<file path="src/rtl/pipe_hazard_ctrl_pkg.sv">
// Shared constants for the pipeline hazard controller: FSM state codes,
// the zero-register index and default parameter values.
package pipe_ctrl_pkg;

  localparam logic [1:0] ST_RUN      = 2'b00;
  localparam logic [1:0] ST_MEM_WAIT = 2'b01;
  localparam logic [1:0] ST_ERR      = 2'b10;

  localparam logic [4:0] REG_ZERO = 5'd0;

  localparam int unsigned MEM_TIMEOUT_DEF = 15;
  localparam int unsigned CNT_W_DEF       = 16;

endpackage

</file>
<file path="src/rtl/pipe_hazard_ctrl_mem_wait_timer.sv">
// Counts consecutive data-memory wait cycles and pulses timeout_o on the
// cycle that the count reaches MEM_TIMEOUT while the access is still pending.
module mem_wait_timer #(
  parameter int unsigned MEM_TIMEOUT = 15
) (
  input  logic clk,
  input  logic rst_n,
  input  logic start_i,
  input  logic wait_i,
  output logic timeout_o
);

  localparam int unsigned TW = (MEM_TIMEOUT < 2) ? 1 : $clog2(MEM_TIMEOUT + 1);

  logic [TW-1:0] timer_q, timer_d;

  assign timeout_o = wait_i && (timer_q == TW'(MEM_TIMEOUT));

  always_comb begin
    timer_d = '0;
    if (start_i) begin
      timer_d = TW'(1);
    end else if (wait_i && !timeout_o) begin
      timer_d = timer_q + TW'(1);
    end
  end

  always_ff @(posedge clk) begin
    if (!rst_n) begin
      timer_q <= '0;
    end else begin
      timer_q <= timer_d;
    end
  end

endmodule

</file>
<file path="src/rtl/pipe_hazard_ctrl.sv">
// Pipeline sequencing controller: load-use stalls, taken-branch flushes and
// data-memory wait freezes. Optional counters: define HAZARD_PERF_CNT_EN.
module pipe_hazard_ctrl
  import pipe_ctrl_pkg::*;
#(
  parameter int unsigned MEM_TIMEOUT = MEM_TIMEOUT_DEF,
  parameter int unsigned CNT_W       = CNT_W_DEF
) (
  input  logic             clk,
  input  logic             rst_n,
  input  logic [4:0]       id_rs,
  input  logic [4:0]       id_rt,
  input  logic             id_uses_rt,
  input  logic             ex_memread,
  input  logic [4:0]       ex_rt,
  input  logic             ex_branch_taken,
  input  logic             mem_req,
  input  logic             dmem_ready,
  output logic             pc_write,
  output logic             ifid_write,
  output logic             ifid_flush,
  output logic             idex_write,
  output logic             idex_bubble,
  output logic             exmem_write,
  output logic             memwb_bubble,
  output logic             mem_timeout_err,
  output logic [CNT_W-1:0] stall_cnt,
  output logic [CNT_W-1:0] wait_cnt
);

  logic [1:0] state_q, state_d;
  logic       err_q;
  logic       lu, mw;
  logic       hard_freeze, mw_freeze, run_rules;
  logic       timeout;

  assign lu = ex_memread && (ex_rt != REG_ZERO) &&
              ((ex_rt == id_rs) || (id_uses_rt && (ex_rt == id_rt)));
  assign mw = mem_req && !dmem_ready;

  mem_wait_timer #(
    .MEM_TIMEOUT(MEM_TIMEOUT)
  ) u_timer (
    .clk      (clk),
    .rst_n    (rst_n),
    .start_i  ((state_q == ST_RUN) && mw),
    .wait_i   ((state_q == ST_MEM_WAIT) && !dmem_ready),
    .timeout_o(timeout)
  );

  // Classify the cycle first; the release cycle out of MEM_WAIT reuses the RUN rules.
  always_comb begin
    state_d     = state_q;
    hard_freeze = 1'b0;
    mw_freeze   = 1'b0;
    run_rules   = 1'b0;
    if (!rst_n) begin
      hard_freeze = 1'b1;
      state_d     = ST_RUN;
    end else begin
      case (state_q)
        ST_RUN: begin
          if (mw) begin
            mw_freeze = 1'b1;
            state_d   = ST_MEM_WAIT;
          end else begin
            run_rules = 1'b1;
          end
        end
        ST_MEM_WAIT: begin
          if (dmem_ready) begin
            run_rules = 1'b1;
            state_d   = ST_RUN;
          end else begin
            mw_freeze = 1'b1;
            if (timeout) state_d = ST_ERR;
          end
        end
        default: begin
          hard_freeze = 1'b1;
          state_d     = ST_ERR;
        end
      endcase
    end
  end

  always_comb begin
    pc_write     = 1'b1;
    ifid_write   = 1'b1;
    ifid_flush   = 1'b0;
    idex_write   = 1'b1;
    idex_bubble  = 1'b0;
    exmem_write  = 1'b1;
    memwb_bubble = 1'b0;
    if (hard_freeze || mw_freeze) begin
      pc_write     = 1'b0;
      ifid_write   = 1'b0;
      idex_write   = 1'b0;
      exmem_write  = 1'b0;
      memwb_bubble = 1'b1;
      idex_bubble  = hard_freeze;
    end else if (run_rules) begin
      if (ex_branch_taken) begin
        ifid_flush  = 1'b1;
        idex_bubble = 1'b1;
      end else if (lu) begin
        pc_write    = 1'b0;
        ifid_write  = 1'b0;
        idex_bubble = 1'b1;
      end
    end
  end

  always_ff @(posedge clk) begin
    if (!rst_n) begin
      state_q <= ST_RUN;
      err_q   <= 1'b0;
    end else begin
      state_q <= state_d;
      if (timeout) err_q <= 1'b1;
    end
  end

  assign mem_timeout_err = err_q;

`ifdef HAZARD_PERF_CNT_EN
  logic [CNT_W-1:0] stall_cnt_q, wait_cnt_q;

  always_ff @(posedge clk) begin
    if (!rst_n) begin
      stall_cnt_q <= '0;
      wait_cnt_q  <= '0;
    end else begin
      if (run_rules && !ex_branch_taken && lu && (stall_cnt_q != '1))
        stall_cnt_q <= stall_cnt_q + CNT_W'(1);
      if (mw_freeze && (wait_cnt_q != '1))
        wait_cnt_q <= wait_cnt_q + CNT_W'(1);
    end
  end

  assign stall_cnt = stall_cnt_q;
  assign wait_cnt  = wait_cnt_q;
`else
  assign stall_cnt = '0;
  assign wait_cnt  = '0;
`endif

endmodule

</file>
<file path="config.mk">
export PLATFORM = sky130hd
export DESIGN_NAME = pipe_hazard_ctrl
export DESIGN_NICKNAME = d
export VERILOG_FILES = /design/src/rtl/pipe_hazard_ctrl_pkg.sv /design/src/rtl/pipe_hazard_ctrl_mem_wait_timer.sv /design/src/rtl/pipe_hazard_ctrl.sv
export SDC_FILE = /design/constraint.sdc
export NUM_CORES = 1
export LEC_CHECK = 0
export BUFFER_PORTS_ARGS = -buffer_cell sky130_fd_sc_hd__buf_2
export CAP_MARGIN = 20
export CORE_MARGIN = 5
export CORE_UTILIZATION = 33
export DETAILED_ROUTE_END_ITERATION = 16
export PLACE_DENSITY = 0.75
export SYNTH_ARGS = -nofsm -noshare
export SYNTH_HDL_FRONTEND = slang
export SYNTH_SLANG_ARGS = --single-unit
</file>
<file path="constraint.sdc">
create_clock -name clk -period 1.5 [get_ports clk]
set_input_delay 0.3 -clock clk [delete_from_list [all_inputs] [get_ports clk]]
set_output_delay 0.3 -clock clk [all_outputs]
set_load 0.03 [all_outputs]
</file>
# == Yosys cells after proc, flatten, opt, wreduce, memory -nomap -nowiden ==
# Index checks and enable logic that the tools add are counted.
# totals
reg_bits,7
inputBits,22
output_inout_bits,40
# op_classes
addsub,1
eq_ne,6
n_mux,29
bitwise_logic,2
n_reduce_logical,17
# ops
cell,count
$mux 1,23
$eq 5x5->1,2
$logic_and 1x1->1,8
$mux 2,3
$reduce_bool 5->1,1
$add 4x1->4 const B,1
$eq 4x4->1 const B,1
$pmux 1 s2,2
$pmux 2 s2,1
$ne 3x2->1 const B,1
$reduce_or 3->1,1
$eq 2x1->1 const B,1
$logic_not 1->1,2
$logic_not 2->1,1
$logic_or 1x1->1,2
$ne 2x2->1 const B,1
$not 1->1,2
$reduce_and 2->1,1
$reduce_or 2->1,1

# == Depth between registers and ports, before layout ==
# depth
depth_word,8
mapped_depth,5
depth_no_buf,5

# == Cells and area by module ==
# From an unflattened synthesis, not the netlist that was laid out.
# hier_totals
cells_unflattened,91
hier_area_um2,732.0
# modules_own_cells
mod,n_inst,cells_per_inst,area_each_um2
pipe_hazard_ctrl,1,72,556.8
mem_wait_timer,1,19,175.2

# == Least setup slack after synthesis ==
# OpenSTA, ideal clock, no wires.
# synth_timing
path_kind,reg-to-output
startpoint,reg state_q[0]
endpoint,out pc_write
arrival_time_ns,2.164
path_slack_ns,-0.964
path_stages_with_launch,6
cell_sequence,dfxtp_1 -> nor2_1 -> o21ai_0 -> inv_1 -> o31a_1 -> buf_4
# synth_via
elab_chain_cells,6
elab_cells_between_ends,12
# synth_rtl
element,line,rtl
from (decl),pipe_hazard_ctrl.sv:31,"logic [1:0] state_q, state_d;"
from (signal assigned),pipe_hazard_ctrl.sv:119,state_q <= state_d;
$eq 2x1->1 or $logic_not 2->1 (tied branches),pipe_hazard_ctrl.sv:61,case (state_q)
$reduce_or 2->1 (no source line),--,
$mux 1,pipe_hazard_ctrl.sv:61,
$mux 1,pipe_hazard_ctrl.sv:57,if (!rst_n) begin
$logic_or 1x1->1,pipe_hazard_ctrl.sv:95,if (hard_freeze || mw_freeze) begin
$mux 1 (*),--,
to (decl),pipe_hazard_ctrl.sv:19,"output logic pc_write,"
# Every way passes the cells marked *; elsewhere a longest branch is shown, timed or not.

# == Final worst setup path ==
# layout_timing
startpoint,in ex_rt[1]
endpoint,out pc_write
# layout_via
elab_chain_cells,8
elab_cells_between_ends,11
# layout_rtl
element,line,rtl
from (decl),pipe_hazard_ctrl.sv:15,"input logic [4:0] ex_rt,"
$eq 5x5->1,pipe_hazard_ctrl.sv:38,((ex_rt == id_rs) || (id_uses_rt && (ex_rt == id_rt)));
$logic_and 1x1->1,pipe_hazard_ctrl.sv:38,
$logic_or 1x1->1,pipe_hazard_ctrl.sv:38,
$logic_and 1x1->1 (*),pipe_hazard_ctrl.sv:37,assign lu = ex_memread && (ex_rt != REG_ZERO) &&
$mux 1 (*),pipe_hazard_ctrl.sv:106,end else if (lu) begin
$mux 1 (*),pipe_hazard_ctrl.sv:103,if (ex_branch_taken) begin
$mux 1 (*),pipe_hazard_ctrl.sv:102,end else if (run_rules) begin
$mux 1 (*),pipe_hazard_ctrl.sv:95,
# Marked as above.

==> flow_summary.json <==
{
  "routed_via_density": 3.94,
  "timing.final.crit_share": 1.18,
  "drtIter0Drc": 8,
  "grt_use_met2": 0.184,
  "mostFrequentLayoutCell": "conb_1",
  "start_util": 0.351,
  "fillCellCount": 194,
  "grt-busiest-layer": "met2",
  "violations": "negative setup slack",
  "clock_skew_ns": 0.00187,
  "critical_path_buf_inv_count": 2,
  "rsz0062_at_grt": "true",
  "dp_slack_ns": -0.339,
  "cts_max_level": 1,
  "critPathMaxFanout": 3,
  "drt_pre_antenna_iters": 4,
  "total_power_mw": 0.652,
  "worstSetupStartpointType": "input port",
  "crit_family": "simple AND/OR/NAND/NOR gates",
  "coreArea_mm2": 0.00198,
  "dieArea_mm2": 0.00313,
  "track_usage": 0.0909,
  "clockBufferDepth": 2,
  "hold_class": "input port to flop",
  "antennaDiodeCount": 0,
  "ys_ff_latch": 7,
  "cap_violations": 0,
  "die_h_um": 55.9,
  "ant_nets": 0,
  "endpoint_kind": "output port",
  "fmax_ghz": 0.565,
  "worst-setup-path-type": "input port to output port",
  "avgRoutedWirePerCell_um": 10.1,
  "p_leak_nw": 0.481,
  "clkLatencyLatePin_ns": 0.25,
  "synth_cells": 84,
  "fin_cells": 150,
  "use_met1": 0.0867,
  "port_buffers": 29,
  "area_delta_synth_final_pct": 33.6,
  "yosysWarnings": 0,
  "final_nets": 147,
  "cpMaxStageDelayCell": "or4_4",
  "grt_max_degree": 6,
  "layout_common_cells": "32 x conb_1, 19 x buf_2, 10 x xor2_1, 10 x buf_6, 8 x buf_4",
  "max-vdd-ir-drop_uv": 629,
  "gp_congestion": 0.733,
  "cts_tree": "yes",
  "hold_viol": 0,
  "finalSetupViolations": 3,
  "cp.arrival_ns": 1.47,
  "ios": 62,
  "status": "finished with violations",
  "cts_root_buffer": "clkbuf_4",
  "cts_sinks": 7,
  "fp.dieW_um": 55.9,
  "syn_area_um2": 696,
  "power_density_mw_per_mm2": 701,
  "numCtsBuffers": 3,
  "use_met3": 0.0371,
  "cp.required_ns": 1.20,
  "clkSlewWorstSetupHoldPaths_ns": 0.05,
  "syn_area_per_cell_um2": 8.28,
  "path_cells": "buf_8, or4_4, o21ai_4, o31a_1, buf_6",
  "wl_mm": 1.52,
  "antenna_found_initial": 0,
  "fin_ws_ns": -0.269,
  "synth_seq_area_share": 0.201,
  "dp_cells": 144,
  "yosysUniqueCellTypes": 22,
  "grt_pass1_wl_mm": 2.33,
  "overflow": 0,
  "finalCoreUtilization": 0.469,
  "period_needed_ns": 1.77,
  "critPathMaxStageDelay_ns": 0.54,
  "grt_pass1_vias": 580,
  "drive_above_1_share": 0.431,
  "drv_slew": 0,
  "final_area_um2": 930,
  "remaining_drc_errors": 0,
  "vias": 591,
  "place_area_um2": 796,
  "rows": 16,
  "dp_hpwl_mm": 1.28
}
==> state kept, by name, indices dropped and copies added (netlist names) <==
| name | flops |
|---|---|
| state_q | 2 |
| mem_timeout_err | 1 |
| u_timer.timer_q | 4 |
==> per-stage QoR <==
step | TNS [ns] | hold WS (ns)
finish | -0.764 | 0.362
global route | -1.13 | 0.367
CTS | -0.753 | 0.346
detailed placement | -0.941 | 0.453
global placement | -0.889 | 0.454
floorplan | -0.677 | 0.418
==> logic make-up (layout without fill, tap and decap cells) <==
family,after synthesis,after routing,share of synthesized area
AO/OA/AOI/OAI,8,8,0.0971
AND/OR/NAND/NOR,18,18,0.144
other,1,32,0.00539
flip-flops,7,7,0.201
buffers and inverters,37,45,0.383
XOR/XNOR,12,12,0.151
adder cells (fa/ha/maj),1,1,0.0180
==> final timing paths <==
check	slack, ns	to	cells past startpoint	start
worst min register to register	0.46	mem_timeout_err	1	mem_timeout_err
worst max register to register	0.23	u_timer.timer_q[0]	6	state_q[1]
worst min-delay path	0.36	mem_timeout_err	3	rst_n
worst max-delay path	-0.27	pc_write	5	ex_rt[1]
==> synthesized netlist by cell type, drive strengths merged <==
cell type   n  area (µm²)
a32oi       1        8.76
buf        34         255
conb        1        3.75
dfxtp       7         140
ha          1        12.5
inv         3        11.3
nand2       2        7.51
nand3       3        15.0
nand3b      1        7.51
nor2        5        18.8
nor2b       3        18.8
nor3        1        5.00
nor3b       1        7.51
nor4        1        12.5
o21a        2        15.0
o21ai       3        18.8
o311ai      1        16.3
o31a        1        8.76
or4         1        7.51
xnor2       2        17.5
xor2       10        87.6
==> worst reg2reg max path, delay by kind of cell, from the launching register on <==
kind / cells / cell delay (ns)
simple gates: 3 / 0.47
flops: 1 / 0.34
buf+inv: 2 / 0.20
compound gates: 1 / 0.18
==> power breakdown <==
group          leakage [nW]  switching, mW  total (mW)  internal [mW]
clock                0.0150         0.0706       0.172          0.102
combinational         0.408          0.193       0.287         0.0938
sequential           0.0576        0.00276       0.193          0.190
total                 0.481          0.267       0.652          0.385
==> cell type report <==
| type | count | area (µm²) | share of cell area |
|---|---|---|---|
| Inverter | 3 | 11.3 | 0.0121 |
| Tap cell | 27 | 33.8 | 0.0363 |
| Clock buffer | 4 | 26.3 | 0.0283 |
| Multi-Input combinational cell | 71 | 433 | 0.466 |
| Timing Repair Buffer | 38 | 283 | 0.304 |
| Sequential cell | 7 | 143 | 0.153 |
==> repair_timing <==
item,4_1_cts,5_1_grt
buffers inserted,0,2
hold endpoints to repair,0,0
resized for setup,24,3
endpoints found under the setup margin,7,7
pin swaps,7,1
hold buffers,0,0
==> per-layer routing <==
metal / vias to the layer above / part of all wire
met1: 262 / 0.30
li1: 284 / -
met2: 45 / 0.55
met3: 0 / 0.15
met4: 0 / 0
met5: - / 0
Note: power is estimated with default switching activity, not from simulation.
